<file path="config.mk">
export PLATFORM = sky130hd
export DESIGN_NAME = scan_chain_driver_flat
export DESIGN_NICKNAME = d
export VERILOG_FILES = /design/src/rtl/scan_chain_driver_pkg.sv /design/src/rtl/scan_chain_driver_if.sv /design/src/rtl/scan_phase_timer.sv /design/src/rtl/scan_chain_driver.sv /design/src/flat_wrapper.sv
export SDC_FILE = /design/constraint.sdc
export NUM_CORES = 1
export LEC_CHECK = 0
export CAP_MARGIN = 20
export CORE_MARGIN = 10
export CORE_UTILIZATION = 33
export CTS_BUF_LIST = sky130_fd_sc_hd__clkbuf_4
export CTS_CLUSTER_SIZE = 28
export DETAILED_ROUTE_END_ITERATION = 7
export PLACE_DENSITY = 0.64
export RECOVER_POWER = 100
export SKIP_CTS_REPAIR_TIMING = 1
export SLEW_MARGIN = 10
export SYNTH_ARGS = -nofsm -noshare
export SYNTH_HDL_FRONTEND = slang
export SYNTH_SLANG_ARGS = --single-unit
</file>
<file path="constraint.sdc">
create_clock -name Clk -period 2.3 [get_ports Clk]
set_clock_uncertainty 0.1 [all_clocks]
set_input_delay 0.69 -clock Clk [delete_from_list [all_inputs] [get_ports Clk]]
set_output_delay 0.69 -clock Clk [all_outputs]
set_load 0.03 [all_outputs]
</file>
<file path="src/rtl/scan_chain_driver_pkg.sv">
// Shared types and helpers for the scan-chain driver.
package scan_chain_driver_pkg;

  typedef enum logic [1:0] {
    OP_SHIFT     = 2'b00,
    OP_SHIFT_UPD = 2'b01,
    OP_SRESET    = 2'b10,
    OP_RSVD      = 2'b11
  } cmd_op_e;

  typedef enum logic [3:0] {
    StIdle,
    StSetup,
    StClkP,
    StGap1,
    StClkN,
    StGap2,
    StUpdate,
    StSrst,
    StDone
  } state_e;

  function automatic int unsigned phase_width(int unsigned div);
    return $clog2(div + 1);
  endfunction

endpackage

</file>
<file path="src/rtl/scan_chain_driver_if.sv">
// Host command/response and scan-chain pin bundle for scan_chain_driver.
interface scan_chain_driver_if import scan_chain_driver_pkg::*; #(
  parameter int unsigned CHAIN_LENGTH = 87
);
  logic                    CmdValid;
  logic                    CmdReady;
  cmd_op_e                 CmdOp;
  logic [CHAIN_LENGTH-1:0] TxData;
  logic                    RspValid;
  logic [CHAIN_LENGTH-1:0] RxData;
  logic                    SClkP;
  logic                    SClkN;
  logic                    SReset;
  logic                    SEnable;
  logic                    SUpdate;
  logic                    SIn;
  logic                    SOut;

  // Host plus chain side: issues commands and returns SOut.
  modport master (
    output CmdValid, CmdOp, TxData, SOut,
    input  CmdReady, RspValid, RxData, SClkP, SClkN, SReset, SEnable, SUpdate, SIn
  );

  modport slave (
    input  CmdValid, CmdOp, TxData, SOut,
    output CmdReady, RspValid, RxData, SClkP, SClkN, SReset, SEnable, SUpdate, SIn
  );
endinterface

</file>
<file path="src/rtl/scan_phase_timer.sv">
// Loadable down-counter timing one DIV-cycle scan phase.
module scan_phase_timer import scan_chain_driver_pkg::*; #(
  parameter int unsigned DIV = 2
) (
  input  logic Clk,
  input  logic ResetN,
  input  logic Load,
  output logic PhaseLast
);
  localparam int unsigned PW = phase_width(DIV);

  logic [PW-1:0] cnt_q;

  always_ff @(posedge Clk) begin
    if (!ResetN) begin
      cnt_q <= '0;
    end else if (Load) begin
      cnt_q <= PW'(DIV - 1);
    end else if (cnt_q != '0) begin
      cnt_q <= cnt_q - 1'b1;
    end
  end

  assign PhaseLast = (cnt_q == '0);
endmodule

</file>
<file path="src/rtl/scan_chain_driver.sv">
// Drives a two-phase scan chain from host commands; SOut readback is built only
// when SCAN_CHAIN_DRIVER_READBACK_EN is defined, otherwise RxData is constant 0.
module scan_chain_driver import scan_chain_driver_pkg::*; #(
  parameter int unsigned CHAIN_LENGTH = 87,
  parameter int unsigned DIV          = 2
) (
  input logic               Clk,
  input logic               ResetN,
  scan_chain_driver_if.slave bus
);
  localparam int unsigned BW = (CHAIN_LENGTH > 1) ? $clog2(CHAIN_LENGTH) : 1;
  localparam logic [BW-1:0] LastBit = BW'(CHAIN_LENGTH - 1);

  state_e                  state_q, state_d;
  cmd_op_e                 op_q;
  logic [CHAIN_LENGTH-1:0] tx_q;
  logic [BW-1:0]           bit_q;
  logic ready_q, rsp_q, sclkp_q, sclkn_q, sreset_q, senable_q, supdate_q, sin_q;
  logic phase_last, accept, timed, advance, shift_d;

  assign accept  = bus.CmdValid && ready_q;
  assign timed   = !(state_q inside {StIdle, StDone});
  assign advance = accept || (timed && phase_last);
  assign shift_d = state_d inside {StSetup, StClkP, StGap1, StClkN, StGap2};

  scan_phase_timer #(.DIV(DIV)) u_timer (
    .Clk      (Clk),
    .ResetN   (ResetN),
    .Load     (advance),
    .PhaseLast(phase_last)
  );

  always_comb begin
    state_d = state_q;
    unique case (state_q)
      StIdle: begin
        if (accept) begin
          case (bus.CmdOp)
            OP_SHIFT, OP_SHIFT_UPD: state_d = StSetup;
            OP_SRESET:              state_d = StSrst;
            default:                state_d = StDone;
          endcase
        end
      end
      StSetup: if (phase_last) state_d = StClkP;
      StClkP:  if (phase_last) state_d = StGap1;
      StGap1:  if (phase_last) state_d = StClkN;
      StClkN:  if (phase_last) state_d = StGap2;
      StGap2: begin
        if (phase_last) begin
          if (bit_q != LastBit)          state_d = StSetup;
          else if (op_q == OP_SHIFT_UPD) state_d = StUpdate;
          else                           state_d = StDone;
        end
      end
      StUpdate, StSrst: if (phase_last) state_d = StDone;
      StDone:  state_d = StIdle;
      default: state_d = StIdle;
    endcase
  end

`ifdef SCAN_CHAIN_DRIVER_READBACK_EN
  logic [CHAIN_LENGTH-1:0] rx_q, rxdata_q;
  assign bus.RxData = rxdata_q;
`else
  assign bus.RxData = '0;
`endif

  // Outputs are registered from the next state so pins change cleanly with the state.
  always_ff @(posedge Clk) begin
    if (!ResetN) begin
      state_q   <= StIdle;
      op_q      <= OP_SHIFT;
      tx_q      <= '0;
      bit_q     <= '0;
      ready_q   <= 1'b0;
      rsp_q     <= 1'b0;
      sclkp_q   <= 1'b0;
      sclkn_q   <= 1'b0;
      sreset_q  <= 1'b0;
      senable_q <= 1'b0;
      supdate_q <= 1'b0;
      sin_q     <= 1'b0;
`ifdef SCAN_CHAIN_DRIVER_READBACK_EN
      rx_q      <= '0;
      rxdata_q  <= '0;
`endif
    end else begin
      state_q   <= state_d;
      ready_q   <= (state_d == StIdle);
      rsp_q     <= (state_d == StDone);
      sclkp_q   <= (state_d == StClkP);
      sclkn_q   <= (state_d == StClkN);
      sreset_q  <= (state_d == StSrst);
      supdate_q <= (state_d == StUpdate);
      senable_q <= shift_d;
      if (accept) begin
        op_q  <= bus.CmdOp;
        tx_q  <= bus.TxData;
        bit_q <= '0;
      end
      // First bit comes straight from TxData since tx_q loads on the same edge.
      if (state_d == StSetup && state_q != StSetup) begin
        sin_q <= accept ? bus.TxData[CHAIN_LENGTH-1] : tx_q[CHAIN_LENGTH-1];
      end else if (!shift_d) begin
        sin_q <= 1'b0;
      end
      if (state_q == StSetup && phase_last) begin
        tx_q <= tx_q << 1;
`ifdef SCAN_CHAIN_DRIVER_READBACK_EN
        rx_q <= {rx_q[CHAIN_LENGTH-2:0], bus.SOut};
`endif
      end
      if (state_q == StGap2 && phase_last) begin
        bit_q <= bit_q + 1'b1;
      end
`ifdef SCAN_CHAIN_DRIVER_READBACK_EN
      if (state_d == StDone && state_q != StIdle && op_q inside {OP_SHIFT, OP_SHIFT_UPD}) begin
        rxdata_q <= rx_q;
      end
`endif
    end
  end

  assign bus.CmdReady = ready_q;
  assign bus.RspValid = rsp_q;
  assign bus.SClkP    = sclkp_q;
  assign bus.SClkN    = sclkn_q;
  assign bus.SReset   = sreset_q;
  assign bus.SEnable  = senable_q;
  assign bus.SUpdate  = supdate_q;
  assign bus.SIn      = sin_q;
endmodule

</file>
<file path="src/flat_wrapper.sv">
// flat-port wrapper written by rule: the top's interface ports become plain ports
module scan_chain_driver_flat import scan_chain_driver_pkg::*;
#(
  parameter int unsigned CHAIN_LENGTH = 87,
  parameter int unsigned DIV          = 2
)
  (Clk, ResetN, bus_CmdValid, bus_CmdOp, bus_TxData, bus_SOut, bus_CmdReady, bus_RspValid, bus_RxData, bus_SClkP, bus_SClkN, bus_SReset, bus_SEnable, bus_SUpdate, bus_SIn);
  scan_chain_driver_if #(.CHAIN_LENGTH(CHAIN_LENGTH)) bus_i ();
  input logic Clk;
  input logic ResetN;
  input wire logic [$bits(bus_i.CmdValid)-1:0] bus_CmdValid;
  input wire logic [$bits(bus_i.CmdOp)-1:0] bus_CmdOp;
  input wire logic [$bits(bus_i.TxData)-1:0] bus_TxData;
  input wire logic [$bits(bus_i.SOut)-1:0] bus_SOut;
  output wire logic [$bits(bus_i.CmdReady)-1:0] bus_CmdReady;
  output wire logic [$bits(bus_i.RspValid)-1:0] bus_RspValid;
  output wire logic [$bits(bus_i.RxData)-1:0] bus_RxData;
  output wire logic [$bits(bus_i.SClkP)-1:0] bus_SClkP;
  output wire logic [$bits(bus_i.SClkN)-1:0] bus_SClkN;
  output wire logic [$bits(bus_i.SReset)-1:0] bus_SReset;
  output wire logic [$bits(bus_i.SEnable)-1:0] bus_SEnable;
  output wire logic [$bits(bus_i.SUpdate)-1:0] bus_SUpdate;
  output wire logic [$bits(bus_i.SIn)-1:0] bus_SIn;
  assign bus_i.CmdValid = bus_CmdValid;
  assign bus_i.CmdOp = bus_CmdOp;
  assign bus_i.TxData = bus_TxData;
  assign bus_i.SOut = bus_SOut;
  assign bus_CmdReady = bus_i.CmdReady;
  assign bus_RspValid = bus_i.RspValid;
  assign bus_RxData = bus_i.RxData;
  assign bus_SClkP = bus_i.SClkP;
  assign bus_SClkN = bus_i.SClkN;
  assign bus_SReset = bus_i.SReset;
  assign bus_SEnable = bus_i.SEnable;
  assign bus_SUpdate = bus_i.SUpdate;
  assign bus_SIn = bus_i.SIn;
  scan_chain_driver #(.CHAIN_LENGTH(CHAIN_LENGTH), .DIV(DIV)) u_core (.Clk(Clk), .ResetN(ResetN), .bus(bus_i));
endmodule
</file>
==> impl_metrics.ini, run 1 <==
[place]
routabilityCongestion = 0.8082
detailedPlace.worstSlack_ns = -0.09967
half_perimeter_wire_length_after_detailed_placement_mm = 10.07
instance_area_after_placement_mm2 = 0.006812
buffer_ports.inserted = 99

[layout]
antenna_cells_inserted = 0
area_grow_syn2layout_pct = 18.00
finish.instance_area_mm2 = 0.006850
layout.nets = 895
final_layout_size_suffix_gt1_share_pct = 6.359

[worst_setup_path]
crit_path_end_kind = flop
start_kind = flop
rr_endpoint = u_core.bus.SIn$_SDFFE_PN0P_
ff2ff_path_depth = 8
critical_path_peak_fanout = 5
worst_ep_required_time_ns = 2.59
timing_worst_setup_path_type = flop to flop
cp_cell_sequence = inv_1 > ha_1 > and4bb_2 > and2_1 > clkbuf_1 > a21oi_1 > and3_1 > o31ai_2
cp_data_arrival_time_ns = 2.42
worst-r2r-setup-slack_ns = 0.18
worst_r2r_startpoint = u_core.u_timer.cnt_q[0]$_SDFFE_PN0P_
cp_slowest_stage_delay_ns = 0.36
slowest_stage = dfxtp_1

[synth]
synth_top_family_by_area = simple AND/OR/NAND/NOR gates
synth_largest_area_cell = dfxtp_1
synth_fa_ha_area_share_pct = 0.6466
post_synthesis_register_bit_count = 110
yosys.cell_types.count = 49
cell_count_after_synthesis = 717
yosys.area_share.xor_xnor_pct = 0.1509
ys_top_cells_by_area = dfxtp_1 38%, o211a_1 15%, nand2_1 12%
muxShareOfSynthArea_pct = 0.5388
synth.yosys.warnings = 0
avgSynthCellArea_um2 = 8.097
async_reset_ff_share_pct = 0
synth_top_flop_cell = dfxtp_1
edff_count_synth = 0
seq_area_frac_synth_pct = 37.93
netlist_area_mm2 = 0.005806
synth_compound_gate_area_share_pct = 19.46
synth_top_area_share_pct = 37.93
synthSimpleGateAreaFrac_pct = 25.75

[clocking]
clock_insertion_delay_worst_skew_ns = 0.48
cts.clk_slew.worst_paths_ns = 0.15
cts.root.buffer_cell = clkbuf_4
max-clock-path-buffers = 2
tritoncts = built
clock_tree.htree_level_count = 3
clk_sinks = 110
cts-buffers-inserted = 9

[floorplanning]
rows = 48
chipHeight_um = 152.6
pin_count = 188
design.die.area_mm2 = 0.02330
overall_die_width_um = 152.6
core_region_area_mm2 = 0.01730
starting_density_of_the_core_pct = 33.56

[timing]
timing_worst_slew_pin_value_ns = 0.6837
report.final.setup_viol = 0
relSlewSlack_pct = 54.42
final_hold_viol_count = 0
final.min_clock_period_ns = 2.123
maxClockFrequency_mhz = 471.0
hold_ws_ns = 0.3624
fin_ws_ns = 0.1770
min_period_over_period_pct = 92.30
totalNegativeSetupSlack_ns = 0
drv_slew = 0
unrepaired_setup_endpoints_after_global_routing = no

[global_route]
grt_antenna_before_repair = 0
grt.total_usage_pct = 11.44
grt_pass1_wl_mm = 22.84
gr-total-overflow = 0
maximum_number_of_pins_on_one_net_before_global_route_repair = 73
grt_pass1_vias = 4574

[drt]
number_of_vias_after_detailed_routing = 4848
post_drt_via_cell_ratio = 4.721
drt-initial-drc-count = 248
antenna_violating_nets_post_route = 0
wire_per_inst_um = 13.74
post-route-drc-count = 0
finalWirelength_mm = 14.11
drt-pass1-iter-count = 6

[power]
p_leak_nw = 3.565
power.ir.vdd_worst_uv = 335.7
pwr_density_cell_mw_per_mm2 = 945.8

[hold_path]
timing.hold.worst.class = flop to flop
holdCritStartpoint = u_core.bit_q[6]$_SDFFE_PN0P_
whs_path_depth = 1
whs_endpoint = u_core.bit_q[6]$_SDFFE_PN0P_

[status]
status = complete, no violations

[run]
max_cap_viol_count = 0
-- worst max-delay path, delay by kind of cell, from the launching register on --
kind	cells	cell delay, ns
compound gates	2	0.31
fa+ha+maj	1	0.24
buf+inv	2	0.28
flops	1	0.36
simple gates	3	0.76
-- per-layer routing --
layer | vias up | global-route usage (%) | wire [µm]
met2 | 148 | 17.54 | 6192
li1 | 2454 | - | -
met5 | - | 0 | 0
met4 | 0 | 4.723 | 281
met3 | 18 | 4.234 | 1138
met1 | 2228 | 14.13 | 6496
-- placed cells by master (no fill, tap or decap), types with 2 or more instances in the layout --
| cell | count |
|---|---|
| o21bai_1 | 2 |
| clkdlybuf4s50_1 | 90 |
| buf_4 | 19 |
| a211oi_1 | 2 |
| nor3_1 | 4 |
| nor2_1 | 11 |
| and3_1 | 7 |
| nand3b_1 | 4 |
| nand2_1 | 181 |
| clkbuf_2 | 2 |
| conb_1 | 87 |
| a21oi_1 | 7 |
| buf_12 | 5 |
| clkbuf_1 | 12 |
| ha_1 | 3 |
| clkbuf_4 | 10 |
| mux2i_1 | 2 |
| o21ai_0 | 9 |
| dfxtp_1 | 110 |
| o21a_1 | 2 |
| inv_1 | 5 |
| o211a_1 | 86 |
| or3_1 | 2 |
| a21boi_0 | 7 |
| nor2b_1 | 6 |
| clkinv_2 | 2 |
| and2_1 | 3 |
| nand3_1 | 87 |
| nand2b_1 | 5 |
| nand4b_1 | 3 |
-- worst max path at each step --
stage                                               from                          end  slack, ns  depth (start not counted)
finish              u_core.u_timer.cnt_q[0]$_SDFFE_PN0P_  u_core.bus.SIn$_SDFFE_PN0P_       0.18                          8
global route        u_core.u_timer.cnt_q[0]$_SDFFE_PN0P_  u_core.bus.SIn$_SDFFE_PN0P_       0.03                          8
CTS                       u_core.bus.CmdReady$_SDFF_PN0_                 bus_CmdReady      -0.20                          1
detailed placement                          bus_CmdValid  u_core.bus.SClkP$_SDFF_PN0_       -0.1                          6
global placement                            bus_CmdValid  u_core.bus.SClkP$_SDFF_PN0_      -0.11                          6
floorplan                                   bus_CmdValid  u_core.tx_q[7]$_SDFFE_PN0P_       0.34                          7
-- metrics by stage --
step           cells  total power (W)  utilization, %
6_report        1027         0.006479           39.61
5_1_grt         1027         0.007039           39.61
4_1_cts         1027         0.006628           40.10
3_5_place_dp    1013         0.005645           39.38
3_3_place_gp    1013         0.005587           39.38
2_1_floorplan    803         0.004955               -
-- layout make-up --
cell class | count | area [µm²]
fillers | 1804 | 10450
flip-flops and latches | 110 | 2202
inverters | 5 | 18.77
clock inverters | 4 | 48.80
well taps | 225 | 281.5
multi-input cells | 545 | 3025
repair buffers | 128 | 1199
clock buffers | 10 | 75.07
-- state kept, by name, summed over array words and instances (netlist names) --
register / flops
u_core.bus.SUpdate: 1
u_core.state_q: 4
u_core.op_q: 2
u_core.bus.SReset: 1
u_core.u_timer.cnt_q: 2
u_core.bus.SClkN: 1
u_core.bus.RspValid: 1
u_core.bit_q: 7
u_core.bus.CmdReady: 1
u_core.bus.SEnable: 1
u_core.bus.SClkP: 1
u_core.bus.SIn: 1
u_core.tx_q: 87
-- where the power goes --
part	switching, W	leakage [nW]	internal, W
clock network	0.000626	0.0725	0.000334
logic	0.00152	2.59	0.00122
registers	0.000317	0.898	0.00246
total	0.00246	3.56	0.00402
-- cells by family (layout without fill, tap and decap cells) --
family                     Yosys count  in the layout
muxes                                3              3
buffers and inverters              148            147
other                                1             87
and+or+nand+nor                    326            326
AOI/OAI and AO/OA                  125            125
adders and majority gates            3              3
xor gates and xnor gates             1              1
DFF                                110            110
-- cells in the mapped netlist, drive strengths merged (3+ instances only) --
cell type / n
a21boi: 7
a21oi: 8
and2: 4
and3: 7
buf: 104
clkbuf: 39
dfxtp: 110
ha: 3
inv: 5
nand2: 182
nand2b: 5
nand3: 87
nand3b: 4
nand4b: 3
nor2: 11
nor2b: 6
nor3: 5
o211a: 86
o21ai: 9
No activity file was read; power rests on OpenSTA's default activity.
==> run 2, diff against run 1 <==
- CAP_MARGIN: 20 -> 40
- SLEW_MARGIN: 10 -> not set
- clock period: 2.3 -> 2.62 ns (I/O delays scaled with it)
==> impl_metrics.ini, run 2 (synthesis results as in run 1) <==
[clocking]
cts.root.buffer_cell = clkbuf_4
clock_insertion_delay_worst_skew_ns = 0.47
max-clock-path-buffers = 2
cts.clk_slew.worst_paths_ns = 0.16
clk_sinks = 110
cts-buffers-inserted = 9
clock_tree.htree_level_count = 3
tritoncts = built

[floorplanning]
starting_density_of_the_core_pct = 33.56
pin_count = 188
core_region_area_mm2 = 0.01730
design.die.area_mm2 = 0.02330
rows = 48
chipHeight_um = 152.6
overall_die_width_um = 152.6

[layout]
antenna_cells_inserted = 0
layout.nets = 883
mostFrequentLayoutCells = 182 x nand2_1, 110 x dfxtp_1, 90 x clkdlybuf4s50_1
area_grow_syn2layout_pct = 17.00
final_cell_count_no_fill = 1016
seqCellArea_mm2 = 0.002202
final_layout_size_suffix_gt1_share_pct = 4.678
largest_register_ffs = 87
registers.top_by_ff_count = u_core.tx_q
nFillCells = 1821
layout_commonest_cell = nand2_1
reg_top3 = u_core.tx_q: 87 flops, u_core.bit_q: 7 flops, u_core.state_q: 4 flops
postLayoutCoreUtil_pct = 39.27
area_of_the_multi_input_gates_mm2 = 0.003025

[hold_path]
timing.hold.worst.class = flop to flop
whs_path_depth = 2

[worst_setup_path]
timing.critical_path.buf_inv = 1
cp_slowest_stage_delay_ns = 0.75
worst_r2r_startpoint = u_core.u_timer.cnt_q[0]$_SDFFE_PN0P_
cp-startpoint = u_core.bus.SClkP$_SDFF_PN0_
cell_family_contributing_the_most_delay_on_the_critical_path = buffers and inverters
crit_path_end_kind = primary output
rr_endpoint = u_core.bus.SIn$_SDFFE_PN0P_
critical_path_peak_fanout = 1
slowest_stage = dlygate4sd3_1
start_kind = flop
cp_num_cells = 1
timing_worst_setup_path_type = flop to primary output
worst-r2r-setup-slack_ns = 0.43
cp_data_arrival_time_ns = 1.56
setup.worst_path.end = bus_SClkP
worst_ep_required_time_ns = 1.73
cp_cell_sequence = dlygate4sd3_1
ff2ff_path_depth = 8

[drt]
antenna_violating_nets_post_route = 0
wl_met3_mm = 1.172
wl_met2_mm = 6.370
post-route-drc-count = 0
finalWirelength_mm = 14.01
detail_route.wirelength.met1_mm = 6.333
wire_per_inst_um = 13.79
drt-pass1-iter-count = 6
number_of_vias_after_detailed_routing = 4763
post_drt_via_cell_ratio = 4.688
dr.max_layer_used = met4
drt-initial-drc-count = 277

[global_route]
grt_pass1_vias = 4583
maximum_number_of_pins_on_one_net_before_global_route_repair = 91
grt_antenna_before_repair = 0
grt.total_usage_pct = 11.40
gr-total-overflow = 0
grt_pass1_wl_mm = 22.76

[power]
design_power_total_w = 0.005535
power.ir.vdd_worst_uv = 327.4
p_leak_nw = 3.528
netSwitchingFraction_pct = 38.71
total_switching_power_w = 0.002143
clkPwrFrac_pct = 13.6
pwr_density_cell_mw_per_mm2 = 814.9
combinationalPowerShare_pct = 42.5
cell_internal_pwr_w = 0.003392
seqPwrFrac_pct = 43.9

[timing]
totalNegativeSetupSlack_ns = 0
drv_slew = 0
hold_ws_ns = 0.3747
timing_worst_slew_pin_value_ns = 0.7920
report.final.setup_viol = 0
final.min_clock_period_ns = 2.443
final_hold_viol_count = 0
min_period_over_period_pct = 93.25
maxClockFrequency_mhz = 409.3
unrepaired_setup_endpoints_after_global_routing = no
relSlewSlack_pct = 46.97

[run]
max_cap_viol_count = 0

[status]
status = complete, no violations

[place]
buffer_ports.inserted = 99
routabilityCongestion = 0.7856
half_perimeter_wire_length_after_detailed_placement_mm = 9.843
numPlacedInstances = 1001
==> run 2: cell types whose count changed in the layout (fill, tap and decap cells not counted), moves of 2 or more <==
cell and delta:
dlygate4sd3_1 +7, and2_0 +3, clkinvlp_4 +2, clkinv_1 +2
clkbuf_1 -9, and2_1 -2, buf_4 -9
==> run 2: worst min path at each step <==
stage | from | to | slack (ns)
global route | u_core.bit_q[6]$_SDFFE_PN0P_ | u_core.bit_q[6]$_SDFFE_PN0P_ | 0.40
global placement | u_core.bit_q[6]$_SDFFE_PN0P_ | u_core.bit_q[6]$_SDFFE_PN0P_ | 0.35
CTS | u_core.op_q[1]$_SDFFE_PN0N_ | u_core.op_q[1]$_SDFFE_PN0N_ | 0.38
detailed placement | u_core.op_q[1]$_SDFFE_PN0N_ | u_core.op_q[1]$_SDFFE_PN0N_ | 0.36
floorplan | u_core.bit_q[6]$_SDFFE_PN0P_ | u_core.bit_q[6]$_SDFFE_PN0P_ | 0.32
finish | u_core.op_q[1]$_SDFFE_PN0N_ | u_core.op_q[1]$_SDFFE_PN0N_ | 0.37
==> run 2: stage by stage <==
stage	setup WS, ns	area [µm²]
final	0.1769	6793
after detailed placement	0.05482	6721
after global placement	0.05875	6721
after CTS	0.02597	6824
after global routing	0.06687	6793
after floorplan	0.5651	6128
==> run 2: final cells by class <==
class                   count  share of cell area, %
multi-input cells         545                  44.54
repair buffers            116                  17.11
inverters                   5                 0.2763
clock buffers              10                  1.105
flip-flops and latches    110                  32.42
clock inverters             5                 0.4052
well taps                 225                  4.144
==> run 2: worst register-to-register path, cell delays in order, from the launching register on <==
cell and delay [ns]:
dfxtp_1 0.38, inv_1 0.05, ha_1 0.20, buf_4 0.18, nor2b_1 0.12, a22oi_1 0.09, o211ai_1 0.65, and3_1 0.29
o31ai_2 0.06
==> run 2: layer usage <==
layer	vias to the layer above	GRT usage, %
met5	-	0
met4	0	2.997
met3	9	4.742
met2	126	17.98
met1	2205	14.00
li1	2423	-
==> run 2: power by group through the flow <==
stage,logic (W),registers [W],clock network [W]
floorplan,0.00192,0.00243,0
global placement,0.00236,0.00247,0
detailed placement,0.00240,0.00247,0
CTS,0.00241,0.00243,0.000804
global route,0.00266,0.00250,0.000860
finish,0.00235,0.00243,0.000753
